===== src/rtl/ps2_keyboard.sv =====
// ============================================================================
// Module   : ps2_keyboard
// Brief    : PS/2 scancode-set-2 keyboard receiver. Decodes make codes into
//            Apple-1 ASCII (upper case, bit 7 set) and exposes them through a
//            PIA-style KBD (addr 0) / KBDCR (addr 1) register pair.
// Options  : define PS2_TIMEOUT_EN to abort a stalled frame after TIMEOUT_US.
// Revision : 1.0 - initial release
// ============================================================================
`default_nettype none

module ps2_keyboard #(
  parameter int CLK_HZ     = 25000000,
  parameter int FILTER_LEN = 8,
  parameter int TIMEOUT_US = 200
) (
  input  logic       clk25,
  input  logic       rst_n,
  input  logic       ps2_clk,
  input  logic       ps2_din,
  input  logic       cs,
  input  logic       enable,
  input  logic [1:0] address,
  output logic [7:0] dout,
  output logic       key_strobe,
  output logic       frame_err
);

  localparam int c_FW          = $clog2(FILTER_LEN + 1);
  localparam int c_TIMEOUT_CYC = int'((longint'(TIMEOUT_US) * longint'(CLK_HZ)) / longint'(1000000));
  localparam int c_TO_W        = $clog2(c_TIMEOUT_CYC + 1);

  typedef enum logic [1:0] {
    ST_IDLE      = 2'd0,
    ST_BREAK     = 2'd1,
    ST_EXT       = 2'd2,
    ST_EXT_BREAK = 2'd3
  } state_t;

  logic [1:0]  r_sync1, r_sync2, w_filt;
  logic        r_clk_prev, w_fall;
  logic [3:0]  r_bit_cnt;
  logic [9:0]  r_shreg;
  logic [10:0] w_frame;
  logic        w_frame_ok;
  logic [7:0]  r_byte;
  logic        r_byte_vld, r_ferr;
  state_t      r_state;
  logic        r_shift, r_ready, r_overrun, r_strobe;
  logic [7:0]  r_key, r_dout;
  logic [8:0]  w_map;
  logic        w_is_shift, w_latch, w_rd, w_rd_kbd;

  // Scancode -> {valid, ASCII|0x80}; letters ignore shift, others use US layout.
  function automatic logic [8:0] f_map(input logic [7:0] code, input logic sh);
    logic [8:0] r;
    r = 9'h000;
    case (code)
      8'h1C: r = 9'h1C1; 8'h32: r = 9'h1C2; 8'h21: r = 9'h1C3; 8'h23: r = 9'h1C4;
      8'h24: r = 9'h1C5; 8'h2B: r = 9'h1C6; 8'h34: r = 9'h1C7; 8'h33: r = 9'h1C8;
      8'h43: r = 9'h1C9; 8'h3B: r = 9'h1CA; 8'h42: r = 9'h1CB; 8'h4B: r = 9'h1CC;
      8'h3A: r = 9'h1CD; 8'h31: r = 9'h1CE; 8'h44: r = 9'h1CF; 8'h4D: r = 9'h1D0;
      8'h15: r = 9'h1D1; 8'h2D: r = 9'h1D2; 8'h1B: r = 9'h1D3; 8'h2C: r = 9'h1D4;
      8'h3C: r = 9'h1D5; 8'h2A: r = 9'h1D6; 8'h1D: r = 9'h1D7; 8'h22: r = 9'h1D8;
      8'h35: r = 9'h1D9; 8'h1A: r = 9'h1DA;
      8'h45: r = {1'b1, sh ? 8'hA9 : 8'hB0};
      8'h16: r = {1'b1, sh ? 8'hA1 : 8'hB1};
      8'h1E: r = {1'b1, sh ? 8'hC0 : 8'hB2};
      8'h26: r = {1'b1, sh ? 8'hA3 : 8'hB3};
      8'h25: r = {1'b1, sh ? 8'hA4 : 8'hB4};
      8'h2E: r = {1'b1, sh ? 8'hA5 : 8'hB5};
      8'h36: r = {1'b1, sh ? 8'hDE : 8'hB6};
      8'h3D: r = {1'b1, sh ? 8'hA6 : 8'hB7};
      8'h3E: r = {1'b1, sh ? 8'hAA : 8'hB8};
      8'h46: r = {1'b1, sh ? 8'hA8 : 8'hB9};
      8'h41: r = {1'b1, sh ? 8'hBC : 8'hAC};
      8'h49: r = {1'b1, sh ? 8'hBE : 8'hAE};
      8'h4A: r = {1'b1, sh ? 8'hBF : 8'hAF};
      8'h4C: r = {1'b1, sh ? 8'hBA : 8'hBB};
      8'h52: r = {1'b1, sh ? 8'hA2 : 8'hA7};
      8'h4E: r = {1'b1, sh ? 8'hDF : 8'hAD};
      8'h55: r = {1'b1, sh ? 8'hAB : 8'hBD};
      8'h29: r = 9'h1A0;
      8'h5A: r = 9'h18D;
      8'h66: r = 9'h1DF;
      8'h76: r = 9'h19B;
      default: r = 9'h000;
    endcase
    return r;
  endfunction

  // Two-flop synchronisers; reset to idle-high so no edge is seen at release.
  always_ff @(posedge clk25 or negedge rst_n) begin
    if (!rst_n) begin
      r_sync1 <= 2'b11;
      r_sync2 <= 2'b11;
    end else begin
      r_sync1 <= {ps2_din, ps2_clk};
      r_sync2 <= r_sync1;
    end
  end

  generate
    for (genvar g = 0; g < 2; g++) begin : g_filter
      logic            r_level;
      logic [c_FW-1:0] r_cnt;
      // A line only changes after FILTER_LEN consecutive disagreeing samples.
      always_ff @(posedge clk25 or negedge rst_n) begin
        if (!rst_n) begin
          r_level <= 1'b1;
          r_cnt   <= '0;
        end else if (r_sync2[g] == r_level) begin
          r_cnt <= '0;
        end else if (r_cnt == c_FW'(FILTER_LEN - 1)) begin
          r_level <= r_sync2[g];
          r_cnt   <= '0;
        end else begin
          r_cnt <= r_cnt + 1'b1;
        end
      end
      assign w_filt[g] = r_level;
    end
  endgenerate

  // Falling edge of the filtered PS/2 clock.
  always_ff @(posedge clk25 or negedge rst_n) begin
    if (!rst_n) r_clk_prev <= 1'b1;
    else        r_clk_prev <= w_filt[0];
  end
  assign w_fall = r_clk_prev & ~w_filt[0];

  // Bits enter at the top, so after ten shifts bit 0 holds the start bit.
  assign w_frame    = {w_filt[1], r_shreg};
  assign w_frame_ok = ~w_frame[0] & (^w_frame[9:1]) & w_frame[10];

`ifdef PS2_TIMEOUT_EN
  logic [c_TO_W-1:0] r_to_cnt;
`else
  logic w_unused_cfg;
  assign w_unused_cfg = (c_TO_W > 0);
`endif

  // Frame receiver: collect 11 bits, hand good bytes on, flag bad frames.
  always_ff @(posedge clk25 or negedge rst_n) begin
    if (!rst_n) begin
      r_bit_cnt  <= 4'd0;
      r_shreg    <= 10'd0;
      r_byte     <= 8'h00;
      r_byte_vld <= 1'b0;
      r_ferr     <= 1'b0;
`ifdef PS2_TIMEOUT_EN
      r_to_cnt   <= '0;
`endif
    end else begin
      r_byte_vld <= 1'b0;
      r_ferr     <= 1'b0;
      if (w_fall) begin
        if (r_bit_cnt == 4'd10) begin
          r_bit_cnt <= 4'd0;
          if (w_frame_ok) begin
            r_byte     <= w_frame[8:1];
            r_byte_vld <= 1'b1;
          end else begin
            r_ferr <= 1'b1;
          end
        end else begin
          r_bit_cnt <= r_bit_cnt + 4'd1;
          r_shreg   <= w_frame[10:1];
        end
      end
`ifdef PS2_TIMEOUT_EN
      // Idle watchdog: a partial frame is abandoned; decoder state is kept.
      if (w_fall || r_bit_cnt == 4'd0) begin
        r_to_cnt <= '0;
      end else if (r_to_cnt == c_TO_W'(c_TIMEOUT_CYC - 1)) begin
        r_to_cnt  <= '0;
        r_bit_cnt <= 4'd0;
        r_ferr    <= 1'b1;
      end else begin
        r_to_cnt <= r_to_cnt + 1'b1;
      end
`endif
    end
  end

  assign w_is_shift = (r_byte == 8'h12) || (r_byte == 8'h59);
  assign w_map      = f_map(r_byte, r_shift);
  assign w_latch    = r_byte_vld & (r_state == ST_IDLE) & w_map[8];
  assign w_rd       = cs & enable;
  assign w_rd_kbd   = w_rd & (address == 2'd0);

  // Prefix decoder, key latch and CPU read port share one register block.
  always_ff @(posedge clk25 or negedge rst_n) begin
    if (!rst_n) begin
      r_state   <= ST_IDLE;
      r_shift   <= 1'b0;
      r_key     <= 8'h00;
      r_ready   <= 1'b0;
      r_overrun <= 1'b0;
      r_strobe  <= 1'b0;
      r_dout    <= 8'h00;
    end else begin
      r_strobe <= w_latch;
      if (r_byte_vld) begin
        case (r_state)
          ST_IDLE: begin
            if (r_byte == 8'hF0)      r_state <= ST_BREAK;
            else if (r_byte == 8'hE0) r_state <= ST_EXT;
            else if (w_is_shift)      r_shift <= 1'b1;
          end
          ST_BREAK: begin
            if (w_is_shift) r_shift <= 1'b0;
            r_state <= ST_IDLE;
          end
          ST_EXT:  r_state <= (r_byte == 8'hF0) ? ST_EXT_BREAK : ST_IDLE;
          default: r_state <= ST_IDLE;
        endcase
      end
      // A concurrent KBD read consumes the old key, so overrun is not kept.
      if (w_latch) begin
        r_key     <= w_map[7:0];
        r_ready   <= 1'b1;
        r_overrun <= r_ready & ~w_rd_kbd;
      end else if (w_rd_kbd) begin
        r_ready   <= 1'b0;
        r_overrun <= 1'b0;
      end
      if (w_rd) begin
        case (address)
          2'd0:    r_dout <= r_key;
          2'd1:    r_dout <= {r_ready, r_overrun, 6'b000000};
          default: r_dout <= 8'h00;
        endcase
      end
    end
  end

  assign dout       = r_dout;
  assign key_strobe = r_strobe;
  assign frame_err  = r_ferr;

endmodule

`default_nettype wire


===== config.mk =====
export PLATFORM = sky130hd
export DESIGN_NAME = ps2_keyboard
export DESIGN_NICKNAME = d
export VERILOG_FILES = /design/src/rtl/ps2_keyboard.sv
export SDC_FILE = /design/constraint.sdc
export NUM_CORES = 1
export LEC_CHECK = 0
export CAP_MARGIN = 20
export CORE_ASPECT_RATIO = 0.7
export CORE_MARGIN = 2
export CORE_UTILIZATION = 54
export DETAILED_ROUTE_END_ITERATION = 10
export GPL_ROUTABILITY_DRIVEN = 0
export PLACE_DENSITY = 0.82
export SYNTH_ARGS = -nofsm -noshare
export SYNTH_HDL_FRONTEND = slang
export SYNTH_SLANG_ARGS = --single-unit

===== constraint.sdc =====
create_clock -name clk25 -period 2.5 [get_ports clk25]
set_input_delay 0.5 -clock clk25 [delete_from_list [all_inputs] [get_ports clk25]]
set_output_delay 0.5 -clock clk25 [all_outputs]
set_load 0.01 [all_outputs]

==> flow_metrics.tcl <==
set metrics [dict create \
    seq_area_frac_synth_pct 42.6 \
    max-slew-margin-rel_pct 48.9 \
    ys_seq_elements 61 \
    nNetsFinal 435 \
    ys_types 67 \
    seq_power_share_pct 49.0 \
    final_core_util_pct 71.2 \
    post_drt_wl_per_cell_um 18.8 \
    viasPerCell 6.50 \
    drtIter0Drc 532 \
    hold_violations 0 \
    worstSetupPathType "reg2reg" \
    power_frac_comb_pct 14.4 \
    maxCapViolCount 0 \
    powerDensity_nw_per_um2 546 \
    crit_path_max_incr_delay_ns 0.58 \
    fin_tns_setup_ns -0.250 \
    grt_use_total_pct 26.3 \
    finalClockSkew_ns 0.00873 \
    period_needed_ns 2.55 \
    crit_chain "buf_4 > or4b_4 > mux2i_1 > a22oi_1 > o22ai_2 > nor4_2 > a21o_4 > inv_8 > mux2_4" \
    synth_warnings 0 \
    critPathArrivalTime_ns 2.77 \
    violations "setup timing" \
    cts_root_buf "clkbuf_8" \
    ys.flop_type "dfrtp_1" \
    path_buf_inv 2 \
    syn-num-nets 375 \
    grt_pass1_vias 3019 \
    grt-ovfl-total 0 \
    cts-buffers-inserted 9 \
    ant_nets 0 \
    core_um2 6340 \
    die_w_um 102 \
    regArea_um2 1540 \
    drt_wl_total_um 9780 \
    clkPwrFrac_pct 36.6 \
    reg2reg_depth 9 \
    dieArea_um2 7350 \
    nFillCells 422 \
    critPathLaunchType "flop" \
    holdCritPathClass "in2async" \
    outcome "complete, but fails checks" \
    drive_gt1_share_pct 32.2 \
    p_leak_nw 1.91 \
    internal_power_mw 1.83 \
    synth_edf_count 0 \
    post-place-ws_ns 0.00607 \
    vdd_drop_max_uv 410 \
    switching_share_pct 25.5 \
    holdWs_ns 0.178 \
    ioPinCount 18 \
    first_pass_iters 6 \
    dp_hpwl_um 6430 \
    insertion_delay_ns 0.34 \
    drv_slew 0 \
    die_h_um 72.3 \
    fin_ws_ns -0.0521 \
    max_freq_ghz 0.392 \
    grt_pass1_wl_um 14900 \
    syn_to_final_growth_pct 25.2 \
    vias 3379 \
    dpl_cell_area_um2 4100 \
    syn-instance-count 365 \
    cp.required_ns 2.72 \
    rrSetupSlack_ns -0.05 \
    p_total_mw 2.46 \
    h-tree-depth 3 \
    antennaDiodeCount 0 \
    finalSetupViolCount 6 \
    remaining_drc_errors 0 \
    numClockSinks 61 \
    path_max_fanout 7 \
    finalCritPeriodShare_pct 102 \
    synth_area_per_cell_um2 9.87 \
    fin_area_um2 4510 \
    portBuffers 17 \
    p_sw_mw 0.629 \
    num_rows 24 \
    worst_slew_pin_slew_ns 0.759 \
    worstReg2RegStart "r_byte[5]" \
    antenna_found_initial 0 \
    stdcell_count 520 \
    cpMaxStageDelayCell "or4b_4" \
    r2r_end "r_key[5]" \
    grt_max_degree 34 \
    hold_buffers 0 \
    worstSetupEndpointType "flop" \
    synth_area_um2 3600 \
    clk_pin_slew_ns 0.06 \
    cts_max_path_buffers 2 \
    cts_tree "built" \
    dp_cells 490 \
    synthArstFlopShare_pct 100 \
    multi_input_area_um2 2000 \
    start_util_pct 56.9 \
    crit_family "simple AND/OR/NAND/NOR gates" \
]
cells in the final DEF, fill, tap and decap left out, types with 6 or more instances in the layout:
cell type,count
dfrtp_1,47
a22o_1,8
xnor2_1,12
mux2_2,20
dfrtp_2,7
clkdlybuf4s50_1,16
nand2_1,28
nand2b_1,11
clkbuf_8,12
mux2_4,6
a21oi_1,16
nand3_1,8
buf_4,51
o21ai_0,19
nor2b_1,10
o22ai_1,7
nor2_1,27
nor3_1,9
dfstp_2,7
layout make-up:
cell class                 count  area share, %
tap                           91           2.52
inverter                       5          0.583
clock buffer                  12           3.66
sequential                    61           34.2
clock inverter                 3          0.971
multi-input combinational    276           44.4
timing repair buffer          72           13.6
flip-flops by register name, indices dropped and copies added (netlist names), 4 cells and up:
| signal | cells |
|---|---|
| r_key | 8 |
| r_shreg | 10 |
| dout | 8 |
| r_byte | 8 |
| r_bit_cnt | 4 |
| g_filter.r_cnt | 8 |
worst register-to-register path, cell delays in order, from the launching register on:
cell	delay [ns]
dfrtp_2	0.45
buf_4	0.16
or4b_4	0.58
mux2i_1	0.19
a22oi_1	0.13
o22ai_2	0.22
nor4_2	0.09
a21o_4	0.24
inv_8	0.08
mux2_4	0.30
logic make-up (layout without fill, tap and decap cells):
| kind of cell | after synthesis | in the layout | synth area share (%) |
|---|---|---|---|
| muxes | 31 | 31 | 10.1 |
| AOI/OAI and AO/OA | 86 | 86 | 16.3 |
| xor gates and xnor gates | 15 | 15 | 3.65 |
| adders and majority gates | 2 | 2 | 0.694 |
| buffers and inverters | 29 | 92 | 4.27 |
| DFF | 61 | 61 | 42.6 |
| and+or+nand+nor | 141 | 142 | 22.4 |
worst max path at each step:
| stage | slack, ns | from | depth (start not counted) | to |
|---|---|---|---|---|
| 4_1_cts | 0.01 | r_byte[0] | 9 | r_key[5] |
| 3_5_place_dp | 0.006 | r_byte[4] | 9 | r_key[2] |
| 2_1_floorplan | 0.16 | r_byte[5] | 10 | r_key[0] |
| 5_1_grt | -0.11 | r_byte[5] | 10 | r_key[5] |
| 3_3_place_gp | 0.05 | r_byte[1] | 8 | r_key[5] |
| 6_report | -0.05 | r_byte[5] | 9 | r_key[5] |
per-layer routing:
metal	GRT usage, %	routed length (um)	up-vias
li1	-	-	1473
met1	35.2	3860	1565
met2	37.9	4130	260
met3	10.9	1230	81
met4	10.2	556	0
met5	0	0	-
power groups by stage:
stage	combinational (mW)	clock, mW	sequential (mW)
2_1_floorplan	0.261	0	1.20
3_3_place_gp	0.340	0	1.21
3_5_place_dp	0.350	0	1.23
4_1_cts	0.356	0.925	1.21
5_1_grt	0.396	0.974	1.23
6_report	0.354	0.901	1.21
Yosys cell counts, drive strengths merged (5+ instances only):
library cell	count	share of area [%]
a21oi	17	2.4
a22o	8	1.9
a22oi	5	1.0
buf	19	3.0
clkbuf	5	0.52
dfrtp	54	38
dfstp	7	5.1
inv	5	0.73
mux2	26	8.8
mux2i	5	1.4
nand2	28	2.9
nand2b	11	1.9
nand3	9	1.2
nand4	5	0.87
nor2	30	3.1
nor2b	11	1.9
nor3	10	1.5
nor3b	5	1.0
nor4	6	1.2
o21ai	21	2.9
o22ai	8	1.6
or4	5	1.0
xnor2	12	2.9
what timing repair did:
| item | in CTS | in global routing |
|---|---|---|
| gates resized for setup | 1 | 24 |
| endpoints found under the setup margin | 6 | 11 |
| pin swaps | 1 | 5 |
| setup buffers | 3 | 11 |
| gates cloned | 0 | 1 |
Note: power is estimated with default switching activity, not from simulation.
